--- src/rtl/lc3b_types.sv ---
// rtl/lc3b_types.sv - shared LC-3b datapath types for the fetch stage
package lc3b_types;

  typedef logic [15:0] lc3b_word;

  typedef enum logic [1:0] {
    FETCH = 2'd0,
    HOLD  = 2'd1,
    FLUSH = 2'd2
  } lc3b_if_state;

  localparam lc3b_word PC_RESET = 16'h0000;
  localparam lc3b_word PC_STEP  = 16'h0002;

  // Sequential fetch address; wraps modulo 2^16 by construction.
  function automatic lc3b_word pc_inc(input lc3b_word pc);
    return pc + PC_STEP;
  endfunction

endpackage

--- src/rtl/if_skid_buffer.sv ---
// rtl/if_skid_buffer.sv - one-entry holding slot for a fetched word the decode stage cannot take yet
import lc3b_types::*;

module if_skid_buffer (
  input  logic     clk,
  input  logic     reset,
  input  logic     load,
  input  logic     clear,
  input  lc3b_word data_in,
  input  lc3b_word pc_in,
  output logic     full,
  output lc3b_word data_out,
  output lc3b_word pc_out
);

  logic     full_q, full_d;
  lc3b_word data_q, data_d;
  lc3b_word pc_q, pc_d;

  // Clear wins over load so a redirect always empties the slot.
  always_comb begin
    full_d = full_q;
    data_d = data_q;
    pc_d   = pc_q;
    if (clear) begin
      full_d = 1'b0;
    end else if (load) begin
      full_d = 1'b1;
      data_d = data_in;
      pc_d   = pc_in;
    end
  end

  // Slot registers with synchronous reset.
  always_ff @(posedge clk) begin
    if (reset) begin
      full_q <= 1'b0;
      data_q <= 16'h0000;
      pc_q   <= 16'h0000;
    end else begin
      full_q <= full_d;
      data_q <= data_d;
      pc_q   <= pc_d;
    end
  end

  assign full     = full_q;
  assign data_out = data_q;
  assign pc_out   = pc_q;

endmodule

--- src/rtl/if_stage.sv ---
// rtl/if_stage.sv - LC-3b instruction fetch stage with IF/ID register, skid slot and redirect flush
import lc3b_types::*;

module if_stage (
  input  logic        clk,
  input  logic        reset,
  output logic        imem_read,
  output logic [15:0] imem_address,
  input  logic        imem_resp,
  input  logic [15:0] imem_rdata,
  input  logic        stall,
  input  logic        redirect,
  input  logic [15:0] redirect_pc,
  output logic        if_id_valid,
  output logic [15:0] if_id_ir,
  output logic [15:0] if_id_pc
);

  lc3b_if_state state_q, state_d;
  lc3b_word     pc_q, pc_d;
  lc3b_word     pending_pc_q, pending_pc_d;
  logic         if_id_valid_q, if_id_valid_d;
  lc3b_word     if_id_ir_q, if_id_ir_d;
  lc3b_word     if_id_pc_q, if_id_pc_d;

  logic         skid_load, skid_clear, skid_full;
  lc3b_word     skid_data, skid_pc;
  lc3b_word     pc_plus2;

  assign pc_plus2 = pc_inc(pc_q);

  if_skid_buffer u_skid (
    .clk      (clk),
    .reset    (reset),
    .load     (skid_load),
    .clear    (skid_clear),
    .data_in  (imem_rdata),
    .pc_in    (pc_plus2),
    .full     (skid_full),
    .data_out (skid_data),
    .pc_out   (skid_pc)
  );

  // Next-state, PC and IF/ID update; redirect is checked first in every state.
  always_comb begin
    state_d       = state_q;
    pc_d          = pc_q;
    pending_pc_d  = pending_pc_q;
    if_id_valid_d = if_id_valid_q;
    if_id_ir_d    = if_id_ir_q;
    if_id_pc_d    = if_id_pc_q;
    skid_load     = 1'b0;
    skid_clear    = 1'b0;

    if (redirect) begin
      if_id_valid_d = 1'b0;
      skid_clear    = 1'b1;
    end

    case (state_q)
      FETCH: begin
        if (redirect) begin
          if (imem_resp) begin
            pc_d = redirect_pc;
          end else begin
            pending_pc_d = redirect_pc;
            state_d      = FLUSH;
          end
        end else if (imem_resp) begin
          pc_d = pc_plus2;
          if (!if_id_valid_q || !stall) begin
            if_id_valid_d = 1'b1;
            if_id_ir_d    = imem_rdata;
            if_id_pc_d    = pc_plus2;
          end else begin
            skid_load = 1'b1;
            state_d   = HOLD;
          end
        end else if (!stall) begin
          if_id_valid_d = 1'b0;
        end
      end

      HOLD: begin
        if (redirect) begin
          pc_d    = redirect_pc;
          state_d = FETCH;
        end else if (!stall && skid_full) begin
          if_id_valid_d = 1'b1;
          if_id_ir_d    = skid_data;
          if_id_pc_d    = skid_pc;
          skid_clear    = 1'b1;
          state_d       = FETCH;
        end
      end

      FLUSH: begin
        // A response arriving with a fresh redirect still closes the stale request.
        if (redirect) begin
          if (imem_resp) begin
            pc_d    = redirect_pc;
            state_d = FETCH;
          end else begin
            pending_pc_d = redirect_pc;
          end
        end else if (imem_resp) begin
          pc_d    = pending_pc_q;
          state_d = FETCH;
        end
      end

      default: begin
        state_d = FETCH;
      end
    endcase
  end

  // Stage registers with synchronous reset; reset abandons any outstanding request.
  always_ff @(posedge clk) begin
    if (reset) begin
      state_q       <= FETCH;
      pc_q          <= PC_RESET;
      pending_pc_q  <= PC_RESET;
      if_id_valid_q <= 1'b0;
      if_id_ir_q    <= 16'h0000;
      if_id_pc_q    <= 16'h0000;
    end else begin
      state_q       <= state_d;
      pc_q          <= pc_d;
      pending_pc_q  <= pending_pc_d;
      if_id_valid_q <= if_id_valid_d;
      if_id_ir_q    <= if_id_ir_d;
      if_id_pc_q    <= if_id_pc_d;
    end
  end

  assign imem_read    = (state_q != HOLD);
  assign imem_address = pc_q;
  assign if_id_valid  = if_id_valid_q;
  assign if_id_ir     = if_id_ir_q;
  assign if_id_pc     = if_id_pc_q;

endmodule

--- config.mk ---
export PLATFORM = sky130hd
export DESIGN_NAME = if_stage
export DESIGN_NICKNAME = d
export VERILOG_FILES = /design/src/rtl/lc3b_types.sv /design/src/rtl/if_skid_buffer.sv /design/src/rtl/if_stage.sv
export SDC_FILE = /design/constraint.sdc
export NUM_CORES = 1
export LEC_CHECK = 0
export ABC_AREA = 1
export ABC_CLOCK_PERIOD_IN_PS = 5050
export BUFFER_PORTS_ARGS = -buffer_cell sky130_fd_sc_hd__buf_2
export CAP_MARGIN = 20
export CORE_MARGIN = 1
export CORE_UTILIZATION = 50
export CTS_CLUSTER_SIZE = 14
export DETAILED_ROUTE_END_ITERATION = 8
export HOLD_SLACK_MARGIN = 0.05
export PLACE_DENSITY_LB_ADDON = 0.12
export SLEW_MARGIN = 40
export SYNTH_ARGS = -nofsm -noshare
export SYNTH_HDL_FRONTEND = slang
export SYNTH_SLANG_ARGS = --single-unit
--- constraint.sdc ---
create_clock -name clk -period 5.05 [get_ports clk]
set_input_delay 0.2525 -clock clk [delete_from_list [all_inputs] [get_ports clk]]
set_output_delay 0.2525 -clock clk [all_outputs]
set_load 0.05 [all_outputs]
After elaboration in Yosys (flattened, before gate mapping):

Cells that the tools add are included.

* muxes and demuxes: 43
* bitwise gates (word level): 2
* reduce and logical (&&, ||, !) cells: 14
* div/mod/pow operators: 0
* order comparisons: 0
* $mul: 0
* shift operators: 0
* add/subtract/negate cells: 1
* equality and inequality tests: 15

Operators by type and width (count)
* 16-bit two-way mux: 16
* 16-bit one-hot mux with 2 select lines: 2
* 16-bit one-hot mux with 3 select lines: 1
* 16-bit by 2-bit adder with 16-bit output, second input constant: 1
* 1-bit two-way mux: 15
* 3-bit inequality test, second input constant: 5
* 2-bit two-way mux: 7
* 2-bit inequality test, second input constant: 7
* 2-bit one-hot mux with 3 select lines: 1
* 6-bit AND reduction: 1
* 5-bit AND reduction: 1
* 4-bit AND reduction: 1
* 2-bit OR reduction: 2
* 3-bit AND reduction: 1
* 3-bit nonzero test: 1
* 2-bit by 1-bit == test with 1-bit output, second input constant: 1
* 2-bit == test, second input constant: 1
* 1-bit zero test: 2
* 2-bit zero test: 1
* 2-bit by 1-bit inequality test with 1-bit output, second input constant: 1
* 1-bit inverter: 2
* 1-bit one-hot mux with 2 select lines: 1
* 2-bit AND reduction: 1
* 2-bit nonzero test: 1
* 2 further kinds: 2

* output and inout bits: 50
* bits in writable memories: 0
* bits in latches: 0
* logic and storage cells: 84
* memories: 0
* ROM bits: 0
* flip-flop bits (word level): 100

Longest topological paths before layout:

Gate-level depths: netlist of the first run.

* word-level depth: 7
* gate-level depth with buffers: 11

Modules after synthesis:

A second synthesis of the first run with hierarchy kept.

* cell total of the unflattened synthesis: 827
* area total of the unflattened synthesis: 5362.6 µm²

By module, submodules not included
* if_stage: area an instance 3928.8 µm², times used 1, cells an instance 615, seq. area each 1341.3 µm²
* if_skid_buffer: area an instance 1433.9 µm², times used 1, cells an instance 212, seq. area each 660.6 µm²

Worst setup path after synthesis of the first run:

Ideal clock, no wire load.

* kind: register -> register
* start point: register pc_q[1] (netlist: imem_address[1])
* end point: register pc_q[11] (netlist: imem_address[11])
* path buffers: 0
* data arrival time: 1.810 ns
* slack: 3.171 ns
* stages on the path, launching flop included: 10
* cell sequence: dfxtp_1 > ha_1 > nand2_1 > nor2_1 > nand2_1 > o21bai_1 > nand3_1 > nand2_1 > nand2_1 > a21oi_2

* longest elaborated chain between the ends: 4

Ends and longest elaborated chain
* start: declaration: line if_stage.sv:20 `lc3b_word pc_q, pc_d;`
* start signal: assignment: line if_stage.sv:129 `pc_q <= pc_d;`
* 16-bit by 2-bit adder with 16-bit output: line lc3b_types.sv:17 `return pc + PC_STEP;`
* 16-bit two-way mux: line if_stage.sv:69 `end else if (imem_resp) begin`
* 16-bit two-way mux: line if_stage.sv:62 `if (redirect) begin`
* 16-bit one-hot mux with 3 select lines: line if_stage.sv:60 `case (state_q)`

Every way passes these cells. The select of a mux whose other input is x is not followed.
A chain may end at the register's enable or synchronous reset.

Worst setup path in the final report of the first run:

* start point: register state_q[1]
* end point: register if_id_pc_q[13] (netlist: if_id_pc[13])

* longest elaborated chain between the ends: 3
* elaborated cells between the ends (all ways): 10
* those cells by class: eq/ne: 6; mux: 1; reduce/logical: 3

Ends and longest elaborated chain
* start: declaration: line if_stage.sv:19 `lc3b_if_state state_q, state_d;`
* start signal: assignment: line if_stage.sv:128 `state_q <= state_d;`
* 2-bit by 1-bit == test with 1-bit output / 2-bit zero test (equally long branches): line if_stage.sv:60
* 2-bit inequality test (no line) / 2-bit nonzero test (equally long branches)
* 6-bit AND reduction (no line)
* end signal: assignment: line if_stage.sv:133 `if_id_pc_q <= if_id_pc_d;`
* end: declaration: line if_stage.sv:24 `lc3b_word if_id_pc_q, if_id_pc_d;`

Parallel ways exist; a longest one is shown, timed or not.

==> run_results.csv, run 1 <==
group,metric,value,unit
sta,setup_viol_count_final,0,
detailed_routing,via_per_inst,5.40,
finish,diodes,0,
yosys,netlist_instances,764,
floorplan,io_pins,87,
setup_path,worst_setup_path_start_kind,"flip-flop",
setup_path,timing_worst_setup_path_type,"flip-flop to flip-flop",
grt,grt_pass1_wl,21500,microns
setup_path,crit_path_max_fanout,42,
sta,tightest_slew,0.842,ns
yosys,synthAdderAreaFrac,1.22,%
placed_design,io_buffers,86,
finish,area_growth,10.8,%
setup_path,end_kind,"flip-flop",
status,outcome,"complete, no violations",
setup_path,crit_buf_inv,4,
yosys,yosysUniqueCellTypes,35,
placed_design,dp.cells,937,
sta,hold_ws,0.122,ns
finish,drive_gt1_share,17.0,%
placed_design,place.gp.congestion,0.889,
detailed_routing,drtAntennaViolNets,0,
setup_path,slowest_stage,"inv_2",
pwr,p_switching,1910,uW
yosys,synth_compound_area_share,23.5,%
setup_path,crit_path_max_incr_delay,0.49,ns
yosys,synth.mux.area_fraction,0,%
floorplan,row_count,36,
sta,rsz0062_at_grt,"false",
yosys,synth_xor_area_share,0.513,%
grt,grt.overflow.total,0,
cts,cts_made_buffers,9,
floorplan,dieHeight,103,microns
sta,slew_violations,0,
pwr,ir_drop,0.000316,V
floorplan,initial_core_util,52.0,%
worst_hold_path,hold_path.class,"input port to flip-flop",
detailed_routing,drt-pass1-iter-count,4,
pwr,clockPowerShare,13.3,%
finish,postLayoutCellArea,0.00568,sq mm
yosys,synth_top_area_share,39.1,%
yosys,synth_top_family_by_area,"simple AND/OR/NAND/NOR gates",
grt,grtUsageTotal,25.8,%
setup_path,crit_family,"buffers and inverters",
cts,path_clk_slew,0.10,ns
finish,nNetsFinal,857,
grt,grt_max_degree,51,
placed_design,dp_hpwl,8580,microns
sta,fin_worst_skew,0.00770,ns
yosys,yosys_warnings,0,
pwr,p_sw_share,52.8,%
yosys,syn_area,0.00512,sq mm
setup_path,reg2reg_slack,2.32,ns
yosys,ys_top_cells_by_area,"dfxtp_1 (39%), nand2_1 (13%), a21oi_1 (8.3%), o21ai_1 (6.1%), nor2_1 (5.6%)",
yosys,synth_area_leader_cell,"dfxtp_1",
detailed_routing,drc,0,
yosys,ys_ff_latch,100,
yosys,yosysSeqAreaShare,39.1,%
finish,finish.utilization,57.5,%
pwr,power_frac_comb,55.0,%
finish,instances_no_fill,953,
cts,clock_latency,0.37,ns
setup_path,crit_arrival,2.99,ns
grt,antenna_found_initial,0,
grt,grt_pass1_vias,4536,
sta,setup_tns,0,ns
detailed_routing,drt-initial-drc-count,382,
cts,cts_max_level,3,
cts,clock_sinks,100,
sta,layout_min_cycle_time,2.73,ns
pwr,p_leak,0.00252,uW
floorplan,die_w,103,microns
detailed_routing,routed_wl,13400,microns
placed_design,placed_area,0.00550,sq mm
setup_path,cp_data_required_time,5.31,ns
cts,cts-resized-gates,0,
cts,tritoncts,"yes",
pwr,intPower,1710,uW
setup_path,path_cells,"inv_1 -> ha_2 -> inv_2 -> o21ai_1 -> nor2_4 -> buf_4 -> inv_2 -> a21oi_1 -> a21oi_1",
pwr,sequentialPowerShare,31.6,%
detailed_routing,vias,5145,
cts,cts_root_buf,"clkbuf_8",
sta,hold_viol,0,
sta,maxSlewHeadroom,43.9,%
yosys,syn_area_per_cell,6.71,sq um
floorplan,die-area,0.0107,sq mm
sta,fin_crit_sh,54.0,%
sta,fmax,367,MHz
job,maxCapViolations,0,
yosys,synth-simple-area-share,26.9,%
floorplan,core,0.00986,sq mm
detailed_routing,wl_per_cell,14.1,microns
yosys,synth_nets,806,
cts,post_cts_buffers,0,
pwr,pwr_density_cell,636,mW/mm^2
cts,clock_path_buffers,2,
cts,ctsHoldBuffers,0,
==> synth_stat cells <==
cell type / instances
o21bai_1: 2
ha_1: 5
inv_1: 42
a21oi_2: 9
nor3_1: 1
a21oi_1: 85
o221ai_1: 1
buf_2: 14
o31ai_1: 1
nand3_1: 46
nor2_1: 76
a31oi_1: 20
nand2_1: 181
o211ai_1: 3
nor2_4: 1
inv_4: 1
buf_6: 3
inv_2: 7
o22ai_1: 1
nand2_4: 1
nand4_1: 7
o21ai_1: 62
nand2_2: 3
nor2_2: 6
or2_2: 3
o21ai_2: 1
buf_1: 3
dfxtp_1: 100
o21ai_0: 39
clkinv_1: 1
and2_1: 6
clkbuf_1: 22
xnor2_1: 1
xor2_1: 2
buf_4: 8
==> final timing paths <==
path	start	end	cells after the start
max	state_q[1]	if_id_pc[13]	9
min	imem_rdata[1]	u_skid.data_out[1]	3
max reg2reg	state_q[1]	if_id_pc[13]	9
min reg2reg	pending_pc_q[4]	pending_pc_q[4]	2
==> cells in the final DEF, fill, tap and decap left out, types with 2 or more instances in the layout <==
| cell | count |
|---|---|
| inv_2 | 7 |
| inv_1 | 41 |
| nand3_1 | 46 |
| clkinv_2 | 2 |
| nor2_2 | 6 |
| buf_4 | 4 |
| a21oi_1 | 85 |
| o21ai_1 | 62 |
| a31oi_1 | 20 |
| or2_2 | 3 |
| nand2_2 | 4 |
| a21oi_2 | 9 |
| o21ai_0 | 39 |
| nand2_1 | 180 |
| dfxtp_1 | 100 |
| buf_2 | 86 |
| o211ai_1 | 3 |
| clkbuf_8 | 10 |
| clkinv_4 | 2 |
| xor2_1 | 2 |
| clkinv_1 | 2 |
| nand4_1 | 7 |
| ha_1 | 4 |
| o21bai_1 | 2 |
| and2_1 | 6 |
| nor2_1 | 76 |
==> state kept, by name (all words and copies together) (netlist names) <==
signal	count
if_id_ir	16
if_id_pc	16
if_id_valid	1
imem_address	16
pending_pc_q	16
state_q	2
u_skid.data_out	16
u_skid.full	1
u_skid.pc_out	16
==> power groups by stage <==
stage	clock network, uW	registers (uW)	logic [uW]
3_3_place_gp	0	1150	1960
6_report	481	1140	1990
3_5_place_dp	0	1160	1970
4_1_cts	491	1140	1980
5_1_grt	519	1170	2180
2_1_floorplan	0	1650	1070
==> worst min-delay path: stages <==
cell and delay [ns]:
buf_2 0.09, nor2_1 0.04, nor2_1 0.08
==> metal layers <==
metal | routed length, microns | vias to the layer above | GRT usage, %
li1 | - | 2635 | -
met4 | 278 | 0 | 11.1
met3 | 742 | 20 | 3.02
met2 | 6040 | 165 | 42.1
met5 | 0 | - | 0
met1 | 6370 | 2325 | 34.6
==> area by class of cell <==
type                            instances  area (sq um)
Tap cell                              133           166
Clock buffer                           11           141
Multi-Input combinational cell        563          2680
Sequential cell                       100          2000
Timing Repair Buffer                   90           460
Clock inverter                          5          36.3
Inverter                               51           194
Fill cell                             987          4190
==> cells by family after synthesis <==
family,count (synthesis)
AND/OR/NAND/NOR,331
buffers and inverters,101
adder cells (fa/ha/maj),5
XOR/XNOR,3
flip-flops,100
AO/OA/AOI/OAI,224
==> stage by stage <==
stage | total power [uW] | setup WS (ns)
after floorplan | 2720 | 3.17
after global placement | 3110 | 2.43
after detailed placement | 3130 | 2.36
after CTS | 3610 | 2.33
after global routing | 3870 | 2.12
final | 3610 | 2.32
No activity file was read; power rests on OpenSTA's default activity.
==> run 2, diff against run 1 <==
--- a/config.mk
+++ b/config.mk
@@ -6,7 +6,7 @@
 export NUM_CORES = 1
 export LEC_CHECK = 0
 export ABC_AREA = 1
-export ABC_CLOCK_PERIOD_IN_PS = 5050
+export ABC_CLOCK_PERIOD_IN_PS = 2700
 export BUFFER_PORTS_ARGS = -buffer_cell sky130_fd_sc_hd__buf_2
 export CAP_MARGIN = 20
 export CORE_MARGIN = 1
==> constraint.sdc (replaced) <==
create_clock -name clk -period 2.7 [get_ports clk]
set_input_delay 0.135 -clock clk [delete_from_list [all_inputs] [get_ports clk]]
set_output_delay 0.135 -clock clk [all_outputs]
set_load 0.05 [all_outputs]
==> run 2 against run 1 <==
Net effect:
- count of clock-buffer cells in the layout down 1
- core utilization is 3.1 points higher
- power rose by 92%
- clock power increased by 100%
- worst hold slack got worse by 0.057 ns
- maximum frequency increased by 26%
- largest cell class unchanged
- largest power group unchanged
==> run_results.csv, run 2 (synthesized netlist as in run 1, its figures left out) <==
group,metric,value,unit
setup_path,reg2reg_from,"state_q[0]",
cts,cts_max_level,3,
floorplan,core,0.00986,sq mm
job,maxCapViolations,0,
placed_design,dp_hpwl,9350,microns
setup_path,crit_family,"buffers and inverters",
setup_path,path_cells,"inv_1 -> ha_1 -> clkinv_1 -> buf_4 -> o22ai_1 -> nor3_1 -> o21ai_1 -> a21oi_1",
setup_path,crit_path_max_incr_delay,0.51,ns
sta,rsz0062_at_grt,"false",
setup_path,crit_arrival,2.41,ns
cts,cts_made_buffers,9,
sta,hold_ws,0.0649,ns
status,outcome,"complete, no violations",
finish,diodes,0,
floorplan,row_count,36,
placed_design,io_buffers,86,
placed_design,dp_slack,0.638,ns
finish,seq_area,0.00200,sq mm
finish,final_cell_mix,"nand2_1 (181), dfxtp_1 (100), buf_2 (86)",
sta,fin_ws,0.532,ns
floorplan,dieHeight,103,microns
placed_design,place.gp.congestion,0.960,
detailed_routing,drtAntennaViolNets,0,
cts,cts_root_buf,"clkbuf_8",
sta,slew_violations,0,
floorplan,die-area,0.0107,sq mm
setup_path,cp_data_required_time,2.94,ns
sta,fin_worst_skew,0.0151,ns
floorplan,initial_core_util,52.0,%
sta,tightest_slew,0.752,ns
placed_design,dp.cells,948,
pwr,p_total,6930,uW
grt,top_usage_layer,"met2",
floorplan,io_pins,87,
cts,path_clk_slew,0.10,ns
setup_path,crit_buf_inv,3,
setup_path,reg2reg_slack,0.53,ns
setup_path,worstSetupStartpoint,"state_q[0]",
detailed_routing,vias,5281,
pwr,ir_drop,0.000541,V
detailed_routing,drt-pass1-iter-count,5,
sta,layout_min_cycle_time,2.17,ns
grt,grt.met3_usage,4.10,%
grt,grt_pass1_vias,4708,
grt,grtUsageTotal,27.7,%
cts,tritoncts,"yes",
setup_path,slowest_stage,"ha_1",
sta,hold_viol,0,
cts,clock_sinks,100,
detailed_routing,routed_wl,14200,microns
grt,antenna_found_initial,0,
grt,grt_pass1_wl,22700,microns
finish,final_common_cell,"nand2_1",
sta,fmax,461,MHz
setup_path,cp.depth,8,
finish,drive_gt1_share,17.4,%
detailed_routing,via_per_inst,5.37,
setup_path,r2r_end,"imem_address[0]",
worst_hold_path,hold_path.class,"input port to flip-flop",
grt,grt.overflow.total,0,
grt,grtUsageMet1,35.2,%
sta,setup_viol_count_final,0,
grt,grt_max_degree,50,
pwr,p_leak,0.00266,uW
cts,cts-resized-gates,0,
setup_path,critPathCapture,"imem_address[0]",
pwr,pwr_density_cell,1160,mW/mm^2
detailed_routing,wl_per_cell,14.4,microns
finish,area_growth,16.7,%
setup_path,worst_setup_path_start_kind,"flip-flop",
finish,nNetsFinal,888,
sta,setup_tns,0,ns
cts,clock_latency,0.37,ns
finish,instances_no_fill,983,
finish,nFillCells,932,
setup_path,end_kind,"flip-flop",
detailed_routing,drc,0,
setup_path,reg2reg_depth,8,
setup_path,crit_path_max_fanout,22,
finish,multi_input_area,0.00267,sq mm
floorplan,die_w,103,microns
worst_hold_path,min-delay-start,"redirect_pc[0]",
detailed_routing,drt-initial-drc-count,301,
sta,fin_crit_sh,80.3,%
cts,clock_path_buffers,2,
grt,grt_util_met2,46.5,%
setup_path,timing_worst_setup_path_type,"flip-flop to flip-flop",
sta,maxSlewHeadroom,49.8,%
## run 2: metal layers
| layer | share of wire (%) | routed length, microns |
|---|---|---|
| met1 | 45 | 6430 |
| met2 | 46 | 6520 |
| met3 | 6.4 | 899 |
| met4 | 2.2 | 308 |
| met5 | 0 | 0 |
## run 2: worst min-delay path by stage
stage,end,cells after the start
final,pending_pc_q[0],3
after global routing,pending_pc_q[0],3
after CTS,pending_pc_q[10],3
after detailed placement,u_skid.data_out[14],3
after global placement,u_skid.data_out[0],3
after floorplan,u_skid.data_out[10],2
## run 2: final cells by class
| type | count | share of cell area, % |
|---|---|---|
| Multi-Input combinational cell | 563 | 44.7 |
| Clock buffer | 10 | 2.13 |
| Inverter | 51 | 3.24 |
| Tap cell | 133 | 2.78 |
| Timing Repair Buffer | 121 | 12.6 |
| Sequential cell | 100 | 33.5 |
| Clock inverter | 5 | 1.00 |
## run 2: worst reg2reg max path, cell delays in order, from the launching register on
cell      delay, ns
dfxtp_1        0.44
inv_1          0.10
ha_1           0.51
clkinv_1       0.27
buf_4          0.28
o22ai_1        0.14
nor3_1         0.06
o21ai_1        0.15
a21oi_1        0.09
## run 2: through the flow
| step | instance area, sq um | utilization [%] |
|---|---|---|
| finish | 5980 | 60.6 |
| global route | 5980 | 60.6 |
| CTS | 5980 | 60.6 |
| detailed placement | 5590 | 56.7 |
| global placement | 5590 | 56.7 |
| floorplan | 5120 | - |
## run 2: report_power, final
group          total, uW  switching, uW  internal (uW)  leakage, uW
logic               3820           2760           1060      0.00175
registers           2140            301           1840     0.000817
clock network        964            534            430    0.0000931
total               6930           3600           3330      0.00266
## run 2: what timing repair did
item,4_1_cts,5_1_grt
setup buffers,0,0
hold buffers,20,0
hold endpoints to repair,36,0
==> run 3, diff against run 2 <==
--- a/config.mk
+++ b/config.mk
@@ -6,7 +6,7 @@
 export NUM_CORES = 1
 export LEC_CHECK = 0
 export ABC_AREA = 1
-export ABC_CLOCK_PERIOD_IN_PS = 2700
+export ABC_CLOCK_PERIOD_IN_PS = 2100
 export BUFFER_PORTS_ARGS = -buffer_cell sky130_fd_sc_hd__buf_2
 export CAP_MARGIN = 20
 export CORE_MARGIN = 1
==> constraint.sdc (replaced) <==
create_clock -name clk -period 2.1 [get_ports clk]
set_input_delay 0.105 -clock clk [delete_from_list [all_inputs] [get_ports clk]]
set_output_delay 0.105 -clock clk [all_outputs]
set_load 0.05 [all_outputs]
==> run 3 against run 2 <==
Net effect:
- non-clock buffer count increased by 14
- global-route usage decreased by 0.62 points
- critical path type unchanged
- register-to-register slack got worse by 0.36 ns
- flip-flop and latch count unchanged
- power increased by 30%
- clock power increased by 27%
- die area unchanged
- routed wire length decreased by 2.0%
- maximum frequency increased by 12%
==> run_results.csv, run 3 (synthesized netlist as in run 1, its figures left out) <==
group,metric,value,unit
setup_path,crit_buf_inv,2,
floorplan,core,0.00986,sq mm
setup_path,r2r_end,"imem_address[14]",
worst_hold_path,hold_path.class,"input port to flip-flop",
cts,cts_root_buf,"clkbuf_8",
grt,grt.overflow.total,0,
finish,postLayoutCellArea,0.00612,sq mm
setup_path,cp_data_required_time,2.40,ns
detailed_routing,drt-pass1-iter-count,5,
cts,clock_path_buffers,2,
worst_hold_path,hold_depth,3,
floorplan,row_count,36,
pwr,p_switching,4720,uW
sta,setup_viol_count_final,0,
sta,hold_viol,0,
sta,rsz0062_at_grt,"false",
grt,grt_pass1_vias,4815,
finish,multi_input_area,0.00267,sq mm
job,maxCapViolations,0,
grt,grtUsageTotal,27.0,%
placed_design,dp_hpwl,9390,microns
finish,seq_area,0.00200,sq mm
sta,maxSlewHeadroom,67.7,%
setup_path,worst_setup_path_start_kind,"flip-flop",
setup_path,crit_arrival,2.23,ns
pwr,power_frac_comb,55.9,%
detailed_routing,drc,0,
setup_path,reg2reg_depth,10,
setup_path,reg2reg_from,"state_q[0]",
floorplan,die_w,103,microns
finish,drive_gt1_share,18.0,%
floorplan,io_pins,87,
setup_path,end_kind,"flip-flop",
setup_path,crit_path_max_fanout,13,
cts,cts_made_buffers,9,
cts,cts-resized-gates,0,
finish,nFillCells,962,
status,outcome,"complete, no violations",
worst_hold_path,min-delay-start,"redirect_pc[8]",
sta,tightest_slew,0.484,ns
worst_hold_path,whs_endpoint,"pending_pc_q[8]",
pwr,sequentialPowerShare,30.5,%
sta,hold_ws,0.0472,ns
finish,area_growth,19.4,%
pwr,pwr_density_cell,1480,mW/mm^2
finish,diodes,0,
setup_path,crit_path_max_incr_delay,0.45,ns
pwr,clockPowerShare,13.5,%
detailed_routing,wl_per_cell,13.9,microns
finish,finish.utilization,62.0,%
sta,fmax,517,MHz
sta,slew_violations,0,
sta,setup_tns,0,ns
setup_path,slowest_stage,"dfxtp_1",
setup_path,path_cells,"inv_1 -> ha_1 -> nand2_2 -> nand2_4 -> o21ai_2 -> nand2_2 -> buf_12 -> a21oi_2 -> nand2_1 -> a21oi_1",
cts,clock_latency,0.37,ns
setup_path,crit_family,"simple AND/OR/NAND/NOR gates",
cts,path_clk_slew,0.10,ns
detailed_routing,via_per_inst,5.31,
sta,layout_min_cycle_time,1.93,ns
grt,antenna_found_initial,0,
finish,nNetsFinal,902,
pwr,p_sw_share,52.2,%
cts,post_cts_buffers,0,
cts,clock_sinks,100,
detailed_routing,drt-initial-drc-count,345,
setup_path,timing_worst_setup_path_type,"flip-flop to flip-flop",
pwr,p_total,9050,uW
floorplan,dieHeight,103,microns
placed_design,io_buffers,86,
cts,tritoncts,"yes",
pwr,p_leak,0.00273,uW
grt,grt_max_degree,41,
setup_path,crit_top_cell,"nand2_2",
detailed_routing,drtAntennaViolNets,0,
setup_path,reg2reg_slack,0.17,ns
detailed_routing,vias,5303,
grt,grt_pass1_wl,22700,microns
finish,final_common_cell,"nand2_1",
finish,final_cell_mix,"nand2_1 (181), dfxtp_1 (100), buf_2 (86)",
detailed_routing,routed_wl,13900,microns
sta,fin_crit_sh,92.0,%
pwr,ir_drop,0.000766,V
sta,fin_worst_skew,0.00971,ns
floorplan,die-area,0.0107,sq mm
placed_design,placed_area,0.00565,sq mm
floorplan,initial_core_util,52.0,%
placed_design,place.gp.congestion,0.886,
cts,cts_max_level,3,
pwr,intPower,4330,uW
## run 3: cell count changes in the layout (fill, tap and decap cells not counted)
cell	delta
buf_4	+5
clkbuf_1	-1
inv_6	+2
dlygate4sd3_1	+8
inv_8	+1
clkinvlp_4	-1
clkinv_8	+1
bufinv_16	-1
buf_12	+1
## run 3: repair_timing
item                                   CTS  global route
hold buffers                            28             0
setup endpoints to repair                0             0
endpoints found under the hold margin   44             0
## run 3: cell type report
class	instances	area share, %
Timing Repair Buffer	135	14.6
Multi-Input combinational cell	563	43.7
Tap cell	133	2.72
Clock inverter	7	1.10
Inverter	51	3.17
Sequential cell	100	32.7
Clock buffer	9	2.02
## run 3: worst max path at each step
stage | slack [ns] | start | cells after the start | end
after floorplan | 0.22 | imem_address[1] | 9 | imem_address[11]
after global placement | 0.36 | state_q[0] | 10 | imem_address[11]
after detailed placement | 0.20 | state_q[0] | 10 | imem_address[13]
after CTS | 0.15 | state_q[0] | 10 | imem_address[13]
after global routing | 0.02 | state_q[0] | 10 | imem_address[14]
final | 0.17 | state_q[0] | 10 | imem_address[14]
## run 3: per-layer routing
layer | GRT usage, % | share of wire [%] | routed length [microns] | up-vias
li1 | - | - | - | 2737
met1 | 35.8 | 46 | 6320 | 2351
met2 | 46.1 | 46 | 6420 | 198
met3 | 3.36 | 7.0 | 975 | 17
met4 | 8.56 | 1.1 | 155 | 0
met5 | 0 | 0 | 0 | -
## run 3: tightest hold or removal path, cell delays in order
cell and delay, ns:
buf_2 0.10, o21ai_1 0.06, a21oi_1 0.11
## run 3: per-stage QoR
step,setup slack (ns),std cells
after floorplan,0.221,764
after global placement,0.360,954
after detailed placement,0.199,954
after CTS,0.154,998
after global routing,0.0164,998
final,0.167,998
## run 3: power groups by stage
| stage | combinational, uW | sequential [uW] | clock, uW |
|---|---|---|---|
| 2_1_floorplan | 2570 | 3980 | 0 |
| 5_1_grt | 5510 | 2830 | 1320 |
| 3_3_place_gp | 4940 | 2770 | 0 |
| 4_1_cts | 5040 | 2760 | 1250 |
| 3_5_place_dp | 4990 | 2790 | 0 |
| 6_report | 5060 | 2760 | 1220 |
